--- config.mk ---
export PLATFORM = sky130hd
export DESIGN_NAME = wb_rect_fill
export DESIGN_NICKNAME = d
export VERILOG_FILES = /design/src/rtl/fb_pkg.sv /design/src/rtl/fb_span_walker.sv /design/src/rtl/wb_rect_fill.sv
export SDC_FILE = /design/constraint.sdc
export NUM_CORES = 1
export LEC_CHECK = 0
export CAP_MARGIN = 25
export CORE_ASPECT_RATIO = 1.75
export CORE_MARGIN = 1
export CORE_UTILIZATION = 48
export DETAILED_ROUTE_END_ITERATION = 16
export PLACE_DENSITY = 0.79
export SKIP_CTS_REPAIR_TIMING = 1
export SLEW_MARGIN = 10
export SYNTH_ARGS = -nofsm -noshare
export SYNTH_HDL_FRONTEND = slang
export SYNTH_HIERARCHICAL = 1
export SYNTH_SLANG_ARGS = --single-unit
--- constraint.sdc ---
create_clock -name i_clk -period 6.7 [get_ports i_clk]
set_clock_uncertainty 0.1 [all_clocks]
set_input_delay 1.34 -clock i_clk [delete_from_list [all_inputs] [get_ports i_clk]]
set_output_delay 1.34 -clock i_clk [all_outputs]
set_load 0.01 [all_outputs]
--- src/rtl/fb_pkg.sv ---
// Shared constants and types for the rectangle-fill engine and its span walker.
package fb_pkg;

  localparam int FB_W_DEF = 320;
  localparam int FB_H_DEF = 240;

  localparam int RGB_R_W = 5;
  localparam int RGB_G_W = 6;
  localparam int RGB_B_W = 5;
  localparam int RGB_W   = RGB_R_W + RGB_G_W + RGB_B_W;

  localparam logic [1:0] REG_CTRL  = 2'd0;
  localparam logic [1:0] REG_POS   = 2'd1;
  localparam logic [1:0] REG_SIZE  = 2'd2;
  localparam logic [1:0] REG_COLOR = 2'd3;

  typedef enum logic [2:0] {
    S_IDLE,
    S_SETUP,
    S_BEAT,
    S_ROW,
    S_DONE
  } state_t;

endpackage

--- src/rtl/fb_span_walker.sv ---
// Walks one row from the start column to the clipped end column, choosing
// full-word or half-word beats so that every pixel is written exactly once.
module fb_span_walker (
  input  logic        clk_i,
  input  logic        rst_ni,
  input  logic        load_i,
  input  logic        adv_i,
  input  logic [15:0] x0_i,
  input  logic [15:0] x1_i,
  output logic [3:0]  sel_o,
  output logic        last_o
);

  logic [15:0] cx_q, cx_d;
  logic        full;
  logic [16:0] cx_next;

  // A full word needs an even column with its odd neighbour still inside the span.
  always_comb begin
    full    = ~cx_q[0] && (cx_q < x1_i);
    sel_o   = cx_q[0] ? 4'b0011 : (full ? 4'b1111 : 4'b1100);
    cx_next = {1'b0, cx_q} + (full ? 17'd2 : 17'd1);
    last_o  = cx_next > {1'b0, x1_i};
    cx_d    = cx_q;
    if (load_i) begin
      cx_d = x0_i;
    end else if (adv_i) begin
      cx_d = cx_next[15:0];
    end
  end

  always_ff @(posedge clk_i or negedge rst_ni) begin
    if (!rst_ni) begin
      cx_q <= 16'd0;
    end else begin
      cx_q <= cx_d;
    end
  end

endmodule

--- src/rtl/wb_rect_fill.sv ---
// Wishbone rectangle-fill engine: CPU-programmed rectangle and RGB565 colour,
// written into the framebuffer as packed two-pixel words over a Wishbone master.
module wb_rect_fill
  import fb_pkg::*;
#(
  parameter int FB_W   = FB_W_DEF,
  parameter int FB_H   = FB_H_DEF,
  parameter int ADDR_W = 16
) (
  input  logic              i_clk,
  input  logic              i_reset_n,
  input  logic              i_s_cyc,
  input  logic              i_s_stb,
  input  logic              i_s_we,
  input  logic [1:0]        i_s_addr,
  input  logic [31:0]       i_s_data,
  output logic              o_s_ack,
  output logic [31:0]       o_s_data,
  output logic              o_m_cyc,
  output logic              o_m_stb,
  output logic              o_m_we,
  output logic [ADDR_W-1:0] o_m_addr,
  output logic [31:0]       o_m_data,
  output logic [3:0]        o_m_sel,
  input  logic              i_m_ack,
  output logic              o_irq
);

  localparam logic [ADDR_W-1:0] HALF_W = ADDR_W'(FB_W / 2);
  localparam logic [15:0]       FB_W16 = 16'(FB_W);
  localparam logic [15:0]       FB_H16 = 16'(FB_H);

  state_t              state_q, state_d;
  logic                s_ack_q;
  logic [31:0]         s_data_q;
  logic [15:0]         x_q, y_q, w_q, h_q;
  logic [RGB_W-1:0]    color_q;
  logic                busy_q, busy_d, done_q, done_d;
  logic [15:0]         x1_q, x1_d, y1_q, y1_d, cy_q, cy_d, mcand_q, mcand_d;
  logic [ADDR_W-1:0]   rowbase_q, rowbase_d, mult_q, mult_d, addr_q, addr_d, xword;
  logic                span_load, span_adv, span_last;
  logic [3:0]          span_sel;
  logic                s_req, s_wr, s_rd, start, clr, empty;
  logic [16:0]         xsum, ysum, xclip, yclip;

  assign s_req = i_s_cyc & i_s_stb & ~s_ack_q;
  assign s_wr  = s_req & i_s_we;
  assign s_rd  = s_req & ~i_s_we;
  assign start = s_wr && (i_s_addr == REG_CTRL) && i_s_data[0] && !busy_q;
  assign clr   = s_wr && (i_s_addr == REG_CTRL) && i_s_data[1];
  assign empty = (w_q == 16'd0) || (h_q == 16'd0) || (x_q >= FB_W16) || (y_q >= FB_H16);
  assign xsum  = {1'b0, x_q} + {1'b0, w_q};
  assign ysum  = {1'b0, y_q} + {1'b0, h_q};
  assign xclip = (xsum > 17'(FB_W)) ? 17'(FB_W) : xsum;
  assign yclip = (ysum > 17'(FB_H)) ? 17'(FB_H) : ysum;
  assign xword = ADDR_W'(x_q[15:1]);

  // Register file; geometry and colour are frozen while a fill is running.
  always_ff @(posedge i_clk or negedge i_reset_n) begin
    if (!i_reset_n) begin
      s_ack_q  <= 1'b0;
      s_data_q <= 32'd0;
      x_q      <= 16'd0;
      y_q      <= 16'd0;
      w_q      <= 16'd0;
      h_q      <= 16'd0;
      color_q  <= '0;
    end else begin
      s_ack_q <= s_req;
      if (s_rd) begin
        case (i_s_addr)
          REG_CTRL:  s_data_q <= {30'd0, done_q, busy_q};
          REG_POS:   s_data_q <= {y_q, x_q};
          REG_SIZE:  s_data_q <= {h_q, w_q};
          default:   s_data_q <= {16'd0, color_q};
        endcase
      end
      if (s_wr && !busy_q) begin
        case (i_s_addr)
          REG_POS:   begin x_q <= i_s_data[15:0]; y_q <= i_s_data[31:16]; end
          REG_SIZE:  begin w_q <= i_s_data[15:0]; h_q <= i_s_data[31:16]; end
          REG_COLOR: color_q <= i_s_data[RGB_W-1:0];
          default:   ;
        endcase
      end
    end
  end

  // SETUP forms Y*(FB_W/2) by shift-and-add over the bits of Y.
  always_comb begin
    state_d   = state_q;
    busy_d    = busy_q;
    done_d    = clr ? 1'b0 : done_q;
    x1_d      = x1_q;
    y1_d      = y1_q;
    cy_d      = cy_q;
    mcand_d   = mcand_q;
    mult_d    = mult_q;
    rowbase_d = rowbase_q;
    addr_d    = addr_q;
    span_load = 1'b0;
    span_adv  = 1'b0;
    case (state_q)
      S_IDLE: begin
        if (start) begin
          done_d    = 1'b0;
          busy_d    = 1'b1;
          x1_d      = 16'(xclip - 17'd1);
          y1_d      = 16'(yclip - 17'd1);
          cy_d      = y_q;
          mcand_d   = y_q;
          mult_d    = HALF_W;
          rowbase_d = '0;
          span_load = 1'b1;
          state_d   = empty ? S_DONE : S_SETUP;
        end
      end
      S_SETUP: begin
        if (mcand_q == 16'd0) begin
          addr_d  = rowbase_q + xword;
          state_d = S_BEAT;
        end else begin
          if (mcand_q[0]) rowbase_d = rowbase_q + mult_q;
          mult_d  = mult_q << 1;
          mcand_d = mcand_q >> 1;
        end
      end
      S_BEAT: begin
        if (i_m_ack) begin
          span_adv = 1'b1;
          addr_d   = addr_q + 1'b1;
          if (span_last) state_d = S_ROW;
        end
      end
      S_ROW: begin
        cy_d      = cy_q + 16'd1;
        rowbase_d = rowbase_q + HALF_W;
        if (cy_q >= y1_q) begin
          state_d = S_DONE;
        end else begin
          span_load = 1'b1;
          addr_d    = rowbase_q + HALF_W + xword;
          state_d   = S_BEAT;
        end
      end
      default: begin
        done_d  = 1'b1;
        busy_d  = 1'b0;
        state_d = S_IDLE;
      end
    endcase
  end

  always_ff @(posedge i_clk or negedge i_reset_n) begin
    if (!i_reset_n) begin
      state_q   <= S_IDLE;
      busy_q    <= 1'b0;
      done_q    <= 1'b0;
      x1_q      <= 16'd0;
      y1_q      <= 16'd0;
      cy_q      <= 16'd0;
      mcand_q   <= 16'd0;
      mult_q    <= '0;
      rowbase_q <= '0;
      addr_q    <= '0;
    end else begin
      state_q   <= state_d;
      busy_q    <= busy_d;
      done_q    <= done_d;
      x1_q      <= x1_d;
      y1_q      <= y1_d;
      cy_q      <= cy_d;
      mcand_q   <= mcand_d;
      mult_q    <= mult_d;
      rowbase_q <= rowbase_d;
      addr_q    <= addr_d;
    end
  end

  fb_span_walker u_span (
    .clk_i  (i_clk),
    .rst_ni (i_reset_n),
    .load_i (span_load),
    .adv_i  (span_adv),
    .x0_i   (x_q),
    .x1_i   (x1_q),
    .sel_o  (span_sel),
    .last_o (span_last)
  );

  assign o_s_ack  = s_ack_q;
  assign o_s_data = s_data_q;
  assign o_m_cyc  = (state_q == S_BEAT);
  assign o_m_stb  = (state_q == S_BEAT);
  assign o_m_we   = (state_q == S_BEAT);
  assign o_m_addr = addr_q;
  assign o_m_data = {color_q, color_q};
  assign o_m_sel  = (state_q == S_BEAT) ? span_sel : 4'b0000;
  assign o_irq    = done_q;

endmodule

Word level (Yosys, flattened, before mapping). Cells that the tools add are included.

Flip-flop bits (word level): 246. Input port bits: 40. Output and inout port bits: 89. Logic and storage cells: 129.

Add/subtract/negate cells: 11. $lt $le $gt $ge: 7. Equality and inequality tests: 13. Multiplexer cells: 41. Bitwise operators: 8. Reductions and logical operators: 31.

Operator list (number): $mux 16 (14); $pmux 16 s2 (3); $pmux 16 s3 (2); $pmux 32 s3 (1); $logic_not 16->1 (3); $add 16x16->17 (2); $add 16x1->16 const B (2); $add 16x15->16 (2); $sub 16x1->16 const B (2); $mux 3 (6); $add 16x17->17 (1); $gt 17x16->1 (1); $gt 17x8->1 const B (1); $gt 17x9->1 const B (1); $add 16x16->16 (1); $add 16x8->16 const B (1); $ge 16x16->1 (1); $ge 16x8->1 const B (1); $ge 16x9->1 const B (1); $lt 16x16->1 (1); $pmux 3 s4 (1); $reduce_and 2->1 (6); $reduce_and 4->1 (3); $ne 2x2->1 const B (5); other kinds (20) (49).

Depth between registers and ports, before layout. Gate-level depths: netlist of the first run.

Depth in word-level cells: 9. Gate-level depth with buffers: 22. Depth with buffers taken out: 21.

Cells and area by module. Netlist of the first run, hierarchy kept.

Modules (own cells, without submodules): wb_rect_fill (instances 1, cells an instance 1353, area an instance 12985.0 sq um, sequential area each 5505.3 sq um); fb_span_walker (instances 1, cells an instance 226, area an instance 1890.6 sq um, sequential area each 400.4 sq um).

Worst setup path before layout of the first run. OpenSTA, ideal clock, no wires.

Kind: register to register. From: register u_span.cx_q[10]. To: register state_q[0]. Library setup time: 124 ps. Arrival time: 4221 ps. Required time: 6476 ps. Path slack: 2255 ps. Stages on the path, launching flop included: 22. Path buffers: 1. Clock period less this slack: 4445 ps. Path through: dfrtp_1 > ha_1 > and4_1 > nand2_1 > or4_4 > and4_1 > ha_1 > a21oi_1 > nor4bb_1 > buf_2 > nand3_1 > xnor2_1 > ha_1 > nand4_1 > nor2_1 > and3_1 > a41oi_1 > a311o_1 > a21oi_1 > nor2_1 > nand2_1 > o21bai_1.

Word-level cells in the longest chain between the ends: 7.

RTL lines: from (decl) (RTL line fb_span_walker.sv:14) `logic [15:0] cx_q, cx_d;`; from (signal assigned) (RTL line fb_span_walker.sv:34) `cx_q <= 16'd0;`; from (signal assigned) (RTL line fb_span_walker.sv:36) `cx_q <= cx_d;`; $lt 16x16->1 (RTL line fb_span_walker.sv:20) `full = ~cx_q[0] && (cx_q < x1_i);`; $logic_and 1x1->1 (RTL line fb_span_walker.sv:20); $mux 2 (RTL line fb_span_walker.sv:22) `cx_next = {1'b0, cx_q} + (full ? 17'd2 : 17'd1);`; $add 16x17->17 (*) (RTL line fb_span_walker.sv:22); $gt 17x16->1 (*) (RTL line fb_span_walker.sv:23) `last_o = cx_next > {1'b0, x1_i};`; net span_last (RTL line wb_rect_fill.sv:41) `logic span_load, span_adv, span_last;`; $ne 2x1->1 (no line) (*); $reduce_and 4->1 (no line) (*); to (signal assigned) (RTL line wb_rect_fill.sv:167) `state_q <= state_d;`; to (decl) (RTL line wb_rect_fill.sv:33) `state_t state_q, state_d;`.

Mark *: on every way through the listed nets, which the timed path passes. The rest lies on a longest branch. A chain may end at the register's enable or synchronous reset.

Final worst setup path of the first run.
From: register u_span.cx_q[6]. To: register state_q[0].

The elaborated chain is that of the path after synthesis.

==> impl_metrics.ini, run 1 <==
[status]
status = finished clean

[drt]
antenna_left = 0
drt_first_pass_iters = 7
totalWireLength_mm = 41.6
vias_per_cell = 6.13
drt_iter0_markers = 1039
via_count = 12670
wl_per_cell_um = 20.1
drcViolationCount = 0

[grt]
grt_pass1_wl_mm = 66.0
grt_max_degree = 98
antenna_found_initial = 0
first_global_vias = 12776
grt_usage = 0.263
overflow = 0

[sta]
whs_ns = 0.379
tightest_slew_ns = 1.03
final_hold_viol_count = 0
timing.max_slew.rel_slack = 0.307
finalSetupViolCount = 0
rsz0062_at_grt = false
period_share = 0.748
post-route-min-period_ns = 5.01
slew_viol_final = 0
tns_ns = 0
fmax_ghz = 0.199

[clocking]
cts_inserted_buffers = 23
clock-sinks = 236
cts_tree = built
root_buffer = clkbuf_16
clock_latency_ns = 0.52
clk_pin_slew_worst_paths_ns = 0.07
h-tree-depth = 1
clock_path_buffers = 3

[synthesis]
synth-xor-area-share = 0.0464
synthMuxAreaShare = 0.0919
synthCells = 1579
yosysWarnings = 6
synth_compound_area_frac = 0.178
synth_edf_count = 0
avgSynthCellArea_um2 = 9.42
yosys.area_share.adder = 0.0945
syn-cell-area_um2 = 14900
synth_top_family_by_area = compound AO/OA/AOI/OAI gates
yosysSeqAreaShare = 0.397
ys_async_sr_fraction = 1.00
synthDistinctLibCells = 80
yosys.area_share.simple = 0.148
ys.flop_type = dfrtp_1
yosys_register_bits = 236
synth_nets = 1729

[power]
internal_power_mw = 2.30
p_sw_frac = 0.233
irDropWorstVdd_uv = 208
clkPwrFrac = 0.436
total_power_mw = 2.99
power_density_nw_per_um2 = 174
switchingPower_mw = 0.696
p_comb_frac = 0.069
leakage_nw = 7.81
seqPwrFrac = 0.495

[setup_path]
critPathKind = reg2reg
reg2reg_depth = 20
end_kind = flip-flop
rr_startpoint = u_span/cx_q[6]$_DFFE_PN0P_
r2r_end = state_q[0]$_DFFE_PN0P_
cp_max_fo = 10
r2r_slack_ns = 1.69
critPathLaunchType = flip-flop
cp.required_ns = 7.01
cp_data_arrival_time_ns = 5.32

[die]
initial_utilization = 0.491
die_w_um = 135
dieArea_um2 = 31700
core_area_um2 = 30300
io_pins = 129
fp-row-count = 84
die_height_um = 235

[placed_design]
place_congestion = 0.942
placed_cells = 2025
dp_hpwl_mm = 30.6
io_buffers = 128

[worst_hold_path]
hp-class = reg2reg
min_delay_path_depth = 1
hp-start = x1_q[14]$_DFFE_PN0P_
min_to = x1_q[14]$_DFFE_PN0P_

[final_layout]
layout-drive-gt1-share = 0.108
instances_no_fill = 2068
final_nets = 1817
areaGrowthSynthToFinish_pct = 15.6
final_common_cell = dfrtp_1
fillers = 2617
final_core_util = 0.568
final_cell_mix = 236 x dfrtp_1, 143 x nand2_1, 130 x a21oi_1
antenna_cells = 0

[flow_run]
drv_cap = 0
power by group through the flow:
stage / logic (mW) / registers (mW) / clock network, mW
2_1_floorplan: 0.0434 / 1.52 / 0
3_3_place_gp: 0.202 / 1.51 / 0
3_5_place_dp: 0.206 / 1.51 / 0
4_1_cts: 0.207 / 1.48 / 1.32
5_1_grt: 0.223 / 1.48 / 1.37
6_report: 0.205 / 1.48 / 1.31
how the worst max path moves through the flow:
stage,from,to,slack (ns)
after global routing,u_span/cx_q[11]$_DFFE_PN0P_,state_q[0]$_DFFE_PN0P_,1.41
after global placement,u_span/cx_q[10]$_DFFE_PN0P_,state_q[0]$_DFFE_PN0P_,1.80
after detailed placement,i_s_addr[0],x_q[3]$_DFFE_PN0P_,1.70
after CTS,u_span/cx_q[11]$_DFFE_PN0P_,state_q[0]$_DFFE_PN0P_,1.69
final,u_span/cx_q[6]$_DFFE_PN0P_,state_q[0]$_DFFE_PN0P_,1.69
after floorplan,u_span/cx_q[10]$_DFFE_PN0P_,state_q[0]$_DFFE_PN0P_,2.26
critical path: stages, from the launching register on:
cell,delay (ns)
dfrtp_1,0.56
ha_1,0.33
and3_1,0.16
o311a_2,0.36
o21ai_1,0.24
and4_1,0.23
ha_1,0.17
a21oi_1,0.10
nor3_2,0.64
and3_1,0.26
xor2_1,0.07
ha_1,0.30
nand4_1,0.14
nor2_1,0.14
and3_1,0.19
a41oi_1,0.12
a311o_1,0.39
a21oi_1,0.16
nor2_1,0.06
nand2_1,0.10
o21bai_1,0.08
metrics by stage:
stage                     setup WS (ns)  area [um2]
after floorplan                    2.26       14900
after global placement             1.80       16400
after detailed placement           1.70       16400
after CTS                          1.69       17100
after global routing               1.41       17200
final                              1.69       17200
cell usage after synthesis, types with 3 or more instances:
cell,instances,area [um2]
dfrtp_1,236,5910
nand2_1,143,537
a21oi_1,130,651
nor2_1,127,477
ha_1,106,1330
mux2_2,97,1090
o21ai_0,82,410
inv_1,64,240
clkbuf_1,53,199
xnor2_1,48,420
nand3_1,43,215
nor3_1,34,170
a22oi_1,30,225
a21o_1,29,218
xor2_1,29,254
mux2i_1,23,230
nand4_1,23,144
o21ai_1,23,115
buf_4,20,150
nor4_1,20,125
a31oi_1,19,119
and3_1,16,100
o22ai_1,16,100
o21bai_1,15,113
a22o_1,10,87.6
a211oi_1,9,67.6
and2_1,9,56.3
buf_1,8,30.0
nor3b_1,8,60.1
nor2b_1,7,43.8
a311oi_1,6,52.6
nand2b_1,6,37.5
o21a_1,6,45.0
and4_1,5,43.8
o31ai_1,5,37.5
a221oi_1,4,35.0
buf_2,4,20.0
fa_1,4,80.1
o31a_1,4,35.0
or3_1,4,25.0
a211oi_2,3,37.5
o2111ai_1,3,26.3
flip-flops by register name, indices dropped and copies added, names as in the netlist, 16 cells and up:
| signal | count |
|---|---|
| x_q | 16 |
| w_q | 16 |
| y1_q | 16 |
| mcand_q | 16 |
| o_m_addr | 16 |
| x1_q | 16 |
| color_q | 16 |
| y_q | 16 |
| o_s_data | 32 |
| u_span/cx_q | 16 |
| h_q | 16 |
| cy_q | 16 |
layout make-up:
type / instances / area (um2) / share of cell area
multi-input combinational: 1191 / 8330 / 0.484
tap: 387 / 484 / 0.0282
clock buffer: 30 / 622 / 0.0362
sequential: 236 / 5910 / 0.343
clock inverter: 9 / 113 / 0.00655
timing repair buffer: 150 / 1500 / 0.0872
inverter: 65 / 244 / 0.0142
per-layer routing:
layer,global-route usage,part of all wire
met1,0.291,0.37
met2,0.484,0.52
met3,0.0304,0.056
met4,0.140,0.053
met5,0,0
cell families after synthesis:
family | count (synthesis)
buf+inv | 152
fa+ha+maj | 110
mux | 122
xor+xnor | 78
flops | 236
compound gates | 420
simple gates | 461
Note: power is estimated with default switching activity, not from simulation.
==> run 2, diff against run 1 <==
Clock period 6.7 ns to 4.7 ns, I/O delays scaled along.
==> run 2 against run 1 <==
Routed wire length increased by 7.1%. Count of clock-buffer cells in the layout decreased by 1. Via count increased by 1.3%. Non-clock buffer count increased by 52. Sequential power increased by 43%. First-iteration DRC count decreased by 17%. Global-route usage increased by 2.1 points. Highest routed layer unchanged.
==> impl_metrics.ini, run 2 (synthesized netlist as in run 1, its figures left out) <==
[clocking]
clock_latency_ns = 0.53
cts_tree = built
root_buffer = clkbuf_16
cts_inserted_buffers = 23
clk_pin_slew_worst_paths_ns = 0.07
clock_path_buffers = 3
h-tree-depth = 1
clock-sinks = 236

[sta]
finalSetupViolCount = 0
post-route-min-period_ns = 4.66
fmax_ghz = 0.215
slew_viol_final = 0
tightest_slew_ns = 0.917
final_hold_viol_count = 0
rsz0062_at_grt = true
timing.max_slew.rel_slack = 0.389
tns_ns = 0
period_share = 0.991

[drt]
drt_iter0_markers = 863
drcViolationCount = 0
totalWireLength_mm = 44.6
vias_per_cell = 6.05
drt_first_pass_iters = 6
via_count = 12834
wl_per_cell_um = 21.0
antenna_left = 0

[placed_design]
dp_hpwl_mm = 33.8
io_buffers = 128
dpl_cell_area_um2 = 16800
place_congestion = 1.01

[final_layout]
multi_input_area_um2 = 8450
final_area_um2 = 17700
seq_area_um2 = 5910
layout-drive-gt1-share = 0.149
final_common_cell = dfrtp_1
areaGrowthSynthToFinish_pct = 18.7
largest_reg_flops = 32
final_cell_mix = 236 x dfrtp_1, 143 x nand2_1, 127 x clkdlybuf4s50_1
final_nets = 1869
antenna_cells = 0
fillers = 2546

[die]
die_w_um = 135
die_height_um = 235
core_area_um2 = 30300
fp-row-count = 84
initial_utilization = 0.491
io_pins = 129
dieArea_um2 = 31700

[setup_path]
rr_startpoint = x1_q[9]$_DFFE_PN0P_
cp-endpoint = state_q[0]$_DFFE_PN0P_
r2r_slack_ns = 0.04
cp.required_ns = 5.01
end_kind = flip-flop
reg2reg_depth = 22
critPathKind = reg2reg
critPathLaunchType = flip-flop
cp_data_arrival_time_ns = 4.97
r2r_end = state_q[0]$_DFFE_PN0P_
crit_path_start = x1_q[9]$_DFFE_PN0P_
cp_max_fo = 6

[status]
status = finished clean

[grt]
grt_max_degree = 114
antenna_found_initial = 0
grt_usage = 0.284
overflow = 0
first_global_vias = 13237
grt_pass1_wl_mm = 70.0

[flow_run]
drv_cap = 0

[power]
irDropWorstVdd_uv = 346
power_density_nw_per_um2 = 241
leakage_nw = 8.07

[worst_hold_path]
hp-class = in2async
==> run 2: where the power goes <==
group          internal [mW]  total (mW)  switching (mW)  leakage [nW]
Clock                   1.01        1.85           0.840         0.349
Sequential              2.08        2.11          0.0329          3.11
Combinational          0.148       0.297           0.149          4.61
==> run 2: worst min-delay path by stage <==
stage | end | slack, ns | cells past startpoint
2_1_floorplan | x1_q[7]$_DFFE_PN0P_ | 0.35 | 2
3_3_place_gp | x1_q[12]$_DFFE_PN0P_ | 0.36 | 1
3_5_place_dp | x1_q[14]$_DFFE_PN0P_ | 0.37 | 1
4_1_cts | x1_q[14]$_DFFE_PN0P_ | 0.38 | 1
5_1_grt | y1_q[12]$_DFFE_PN0P_ | 0.41 | 1
6_report | y1_q[2]$_DFFE_PN0P_ | 0.35 | 1
==> run 2: metrics by stage <==
| step | cells | setup WS [ns] | power (mW) | hold WS (ns) | utilization |
|---|---|---|---|---|---|
| 2_1_floorplan | 1579 | 0.255 | 2.23 | 0.349 | - |
| 3_3_place_gp | 2075 | 0.0114 | 2.44 | 0.360 | 0.554 |
| 3_5_place_dp | 2075 | -0.0715 | 2.45 | 0.367 | 0.554 |
| 4_1_cts | 2115 | -0.0953 | 4.29 | 0.383 | 0.578 |
| 5_1_grt | 2121 | -0.117 | 4.40 | 0.406 | 0.584 |
| 6_report | 2121 | 0.0433 | 4.26 | 0.347 | 0.584 |
==> run 2: critical path: stages (launching register included) <==
cell and delay (ns):
dfrtp_1 0.38, inv_2 0.07, ha_4 0.26, and4_4 0.24, nand2_1 0.07, or4_4 0.53, and4_4 0.17, ha_4 0.27
a21oi_2 0.07, nor4bb_1 0.29, buf_4 0.20, nand3_2 0.08, xnor2_1 0.13, ha_1 0.33, nand4_1 0.14, nor2_2 0.16
and3_4 0.21, a41oi_1 0.12, a311o_1 0.32, a21oi_2 0.16, nor2_1 0.06, nand2_1 0.10, o21bai_1 0.08
==> run 2: layer usage <==
layer  vias to the layer above  track usage  part of all wire
met2                       415        0.517              0.52
met4                         0        0.199             0.076
li1                       5989            -                 -
met1                      6279        0.297              0.35
met5                         -            0                 0
met3                       151       0.0343             0.047
==> run 2: final cells by class <==
type                            instances  area share
Multi-Input combinational cell       1191       0.478
Sequential cell                       236       0.334
Timing Repair Buffer                  202       0.105
Clock buffer                           29      0.0356
Tap cell                              387      0.0274
Inverter                               65      0.0138
Clock inverter                         11     0.00574
==> run 3, diff against run 2 <==
Settings changed: CORE_UTILIZATION 48 to 34, CTS_CLUSTER_DIAMETER from default to 30, PLACE_DENSITY 0.79 to 0.59.
==> run 3 against run 2 <==
The run now ends with setup timing left. Sequential power is essentially flat. Final area grew 8.0%. Fmax shrank 2.7%. Non-clock buffer count grew 20. Sequential share of layout area shrank 2.5 points. Count of clock-buffer cells in the layout grew 20. Clock power grew 95%. Flip-flop and latch count is the same. Critical path depth shrank 1. Power grew 41%. Worst hold slack lost 0.051 ns. Critical endpoint unchanged. Highest routed layer unchanged.
==> impl_metrics.ini, run 3 (synthesized netlist as in run 1, its figures left out) <==
[status]
status = finished, violations left
violations = setup timing

[die]
core_area_um2 = 43200
io_pins = 129
die_w_um = 160
initial_utilization = 0.344
dieArea_um2 = 44600
die_height_um = 279
fp-row-count = 101

[clocking]
cts_tree = built
clock-sinks = 236
h-tree-depth = 2
clk_pin_slew_worst_paths_ns = 0.05
root_buffer = clkbuf_16
cts_inserted_buffers = 47
clock_latency_ns = 0.57
clock_path_buffers = 3

[sta]
post-route-min-period_ns = 4.78
fmax_ghz = 0.209
timing.max_slew.rel_slack = 0.413
fin_ws_ns = -0.0842
finalSetupViolCount = 2
period_share = 1.02
final_hold_viol_count = 0
tightest_slew_ns = 0.880
rsz0062_at_grt = true
slew_viol_final = 0

[power]
p_comb_frac = 0.050
power_density_nw_per_um2 = 316
total_power_mw = 6.03
leakage_nw = 8.66
switchingPower_mw = 1.41
p_sw_frac = 0.234
seqPwrFrac = 0.352
internal_power_mw = 4.61
clkPwrFrac = 0.598
irDropWorstVdd_uv = 312

[final_layout]
final_nets = 1913
final_cell_mix = 236 x dfrtp_1, 141 x nand2_1, 127 x a21oi_1, 127 x clkdlybuf4s50_1, 125 x nor2_1
layout-drive-gt1-share = 0.187
largest_reg_flops = 32
antenna_cells = 0
instances_no_fill = 2367
final_common_cell = dfrtp_1
areaGrowthSynthToFinish_pct = 28.3
final_area_um2 = 19100

[setup_path]
r2r_slack_ns = -0.08
critPathKind = reg2reg
critPathLaunchType = flip-flop
cp_data_arrival_time_ns = 5.10
cp.required_ns = 5.02
end_kind = flip-flop
cp_max_fo = 4

[placed_design]
dp_hpwl_mm = 36.8
dpl_cell_area_um2 = 17100
io_buffers = 128
placed_cells = 2271
place_congestion = 0.884

[drt]
antenna_left = 0
via_count = 12815
wl_per_cell_um = 20.5
totalWireLength_mm = 48.5
vias_per_cell = 5.41
drt_iter0_markers = 787
drt_first_pass_iters = 5
drcViolationCount = 0

[grt]
grt_max_degree = 91
busiest_layer = met2
global_route.usage.met3 = 0.0269
gr-usage-met2 = 0.422
met1_usage = 0.217
first_global_vias = 13053
overflow = 0
grt_usage = 0.217
antenna_found_initial = 1
grt_pass1_wl_mm = 74.4

[worst_hold_path]
hp-class = in2async

[flow_run]
drv_cap = 0
[run 3: routing by layer]
| layer | up-vias | wire, um |
|---|---|---|
| li1 | 6095 | - |
| met1 | 6281 | 17400 |
| met2 | 327 | 26700 |
| met3 | 112 | 1650 |
| met4 | 0 | 2790 |
| met5 | - | 0 |
[run 3: final timing paths]
path                                             start                        to  depth (start not counted)
setup / recovery           u_span/cx_q[11]$_DFFE_PN0P_    state_q[0]$_DFFE_PN0P_                         21
hold / removal                               i_reset_n  o_m_addr[10]$_DFFE_PN0P_                          1
setup reg to reg           u_span/cx_q[11]$_DFFE_PN0P_    state_q[0]$_DFFE_PN0P_                         21
hold reg to reg                   y1_q[12]$_DFFE_PN0P_      y1_q[12]$_DFFE_PN0P_                          1
max in group asynchronous                    i_reset_n        h_q[3]$_DFFE_PN0P_                          2
min in group i_clk                y1_q[12]$_DFFE_PN0P_      y1_q[12]$_DFFE_PN0P_                          1
[run 3: power by group through the flow]
stage	Combinational, mW	Clock [mW]	Sequential, mW
floorplan	0.0618	0	2.17
global placement	0.305	0	2.15
detailed placement	0.306	0	2.15
CTS	0.308	3.64	2.12
global route	0.327	3.74	2.12
finish	0.303	3.60	2.12
[run 3: critical path: stages (launching register included)]
cell      delay, ns
dfrtp_1        0.40
ha_4           0.27
and4_4         0.25
nand2_2        0.06
or4_4          0.53
and4_4         0.21
ha_4           0.28
a21oi_4        0.07
nor4bb_2       0.35
buf_4          0.20
nand3_2        0.08
xnor2_1        0.13
ha_1           0.33
nand4_1        0.15
nor2_2         0.16
and3_4         0.21
a41oi_2        0.11
a311o_1        0.32
a21oi_2        0.18
nor2_1         0.06
nand2_1        0.09
o21bai_1       0.07
[run 3: layout make-up]
class	count	area, um2
clock buffers	49	1200
clock inverters	38	499
fillers	4150	24100
inverters	65	244
multi-input cells	1191	8510
flip-flops and latches	236	5910
well taps	566	708
repair buffers	222	2000
[run 3: per-stage QoR]
| stage | hold WS, ns | worst slack, ns | utilization | TNS, ns |
|---|---|---|---|---|
| after global placement | 0.361 | -0.192 | 0.396 | -0.354 |
| after detailed placement | 0.368 | -0.280 | 0.396 | -0.524 |
| after CTS | 0.326 | -0.322 | 0.436 | -0.609 |
| after global routing | 0.353 | -0.187 | 0.441 | -0.349 |
| final | 0.296 | -0.0842 | 0.441 | -0.136 |
| after floorplan | 0.349 | 0.255 | - | 0 |
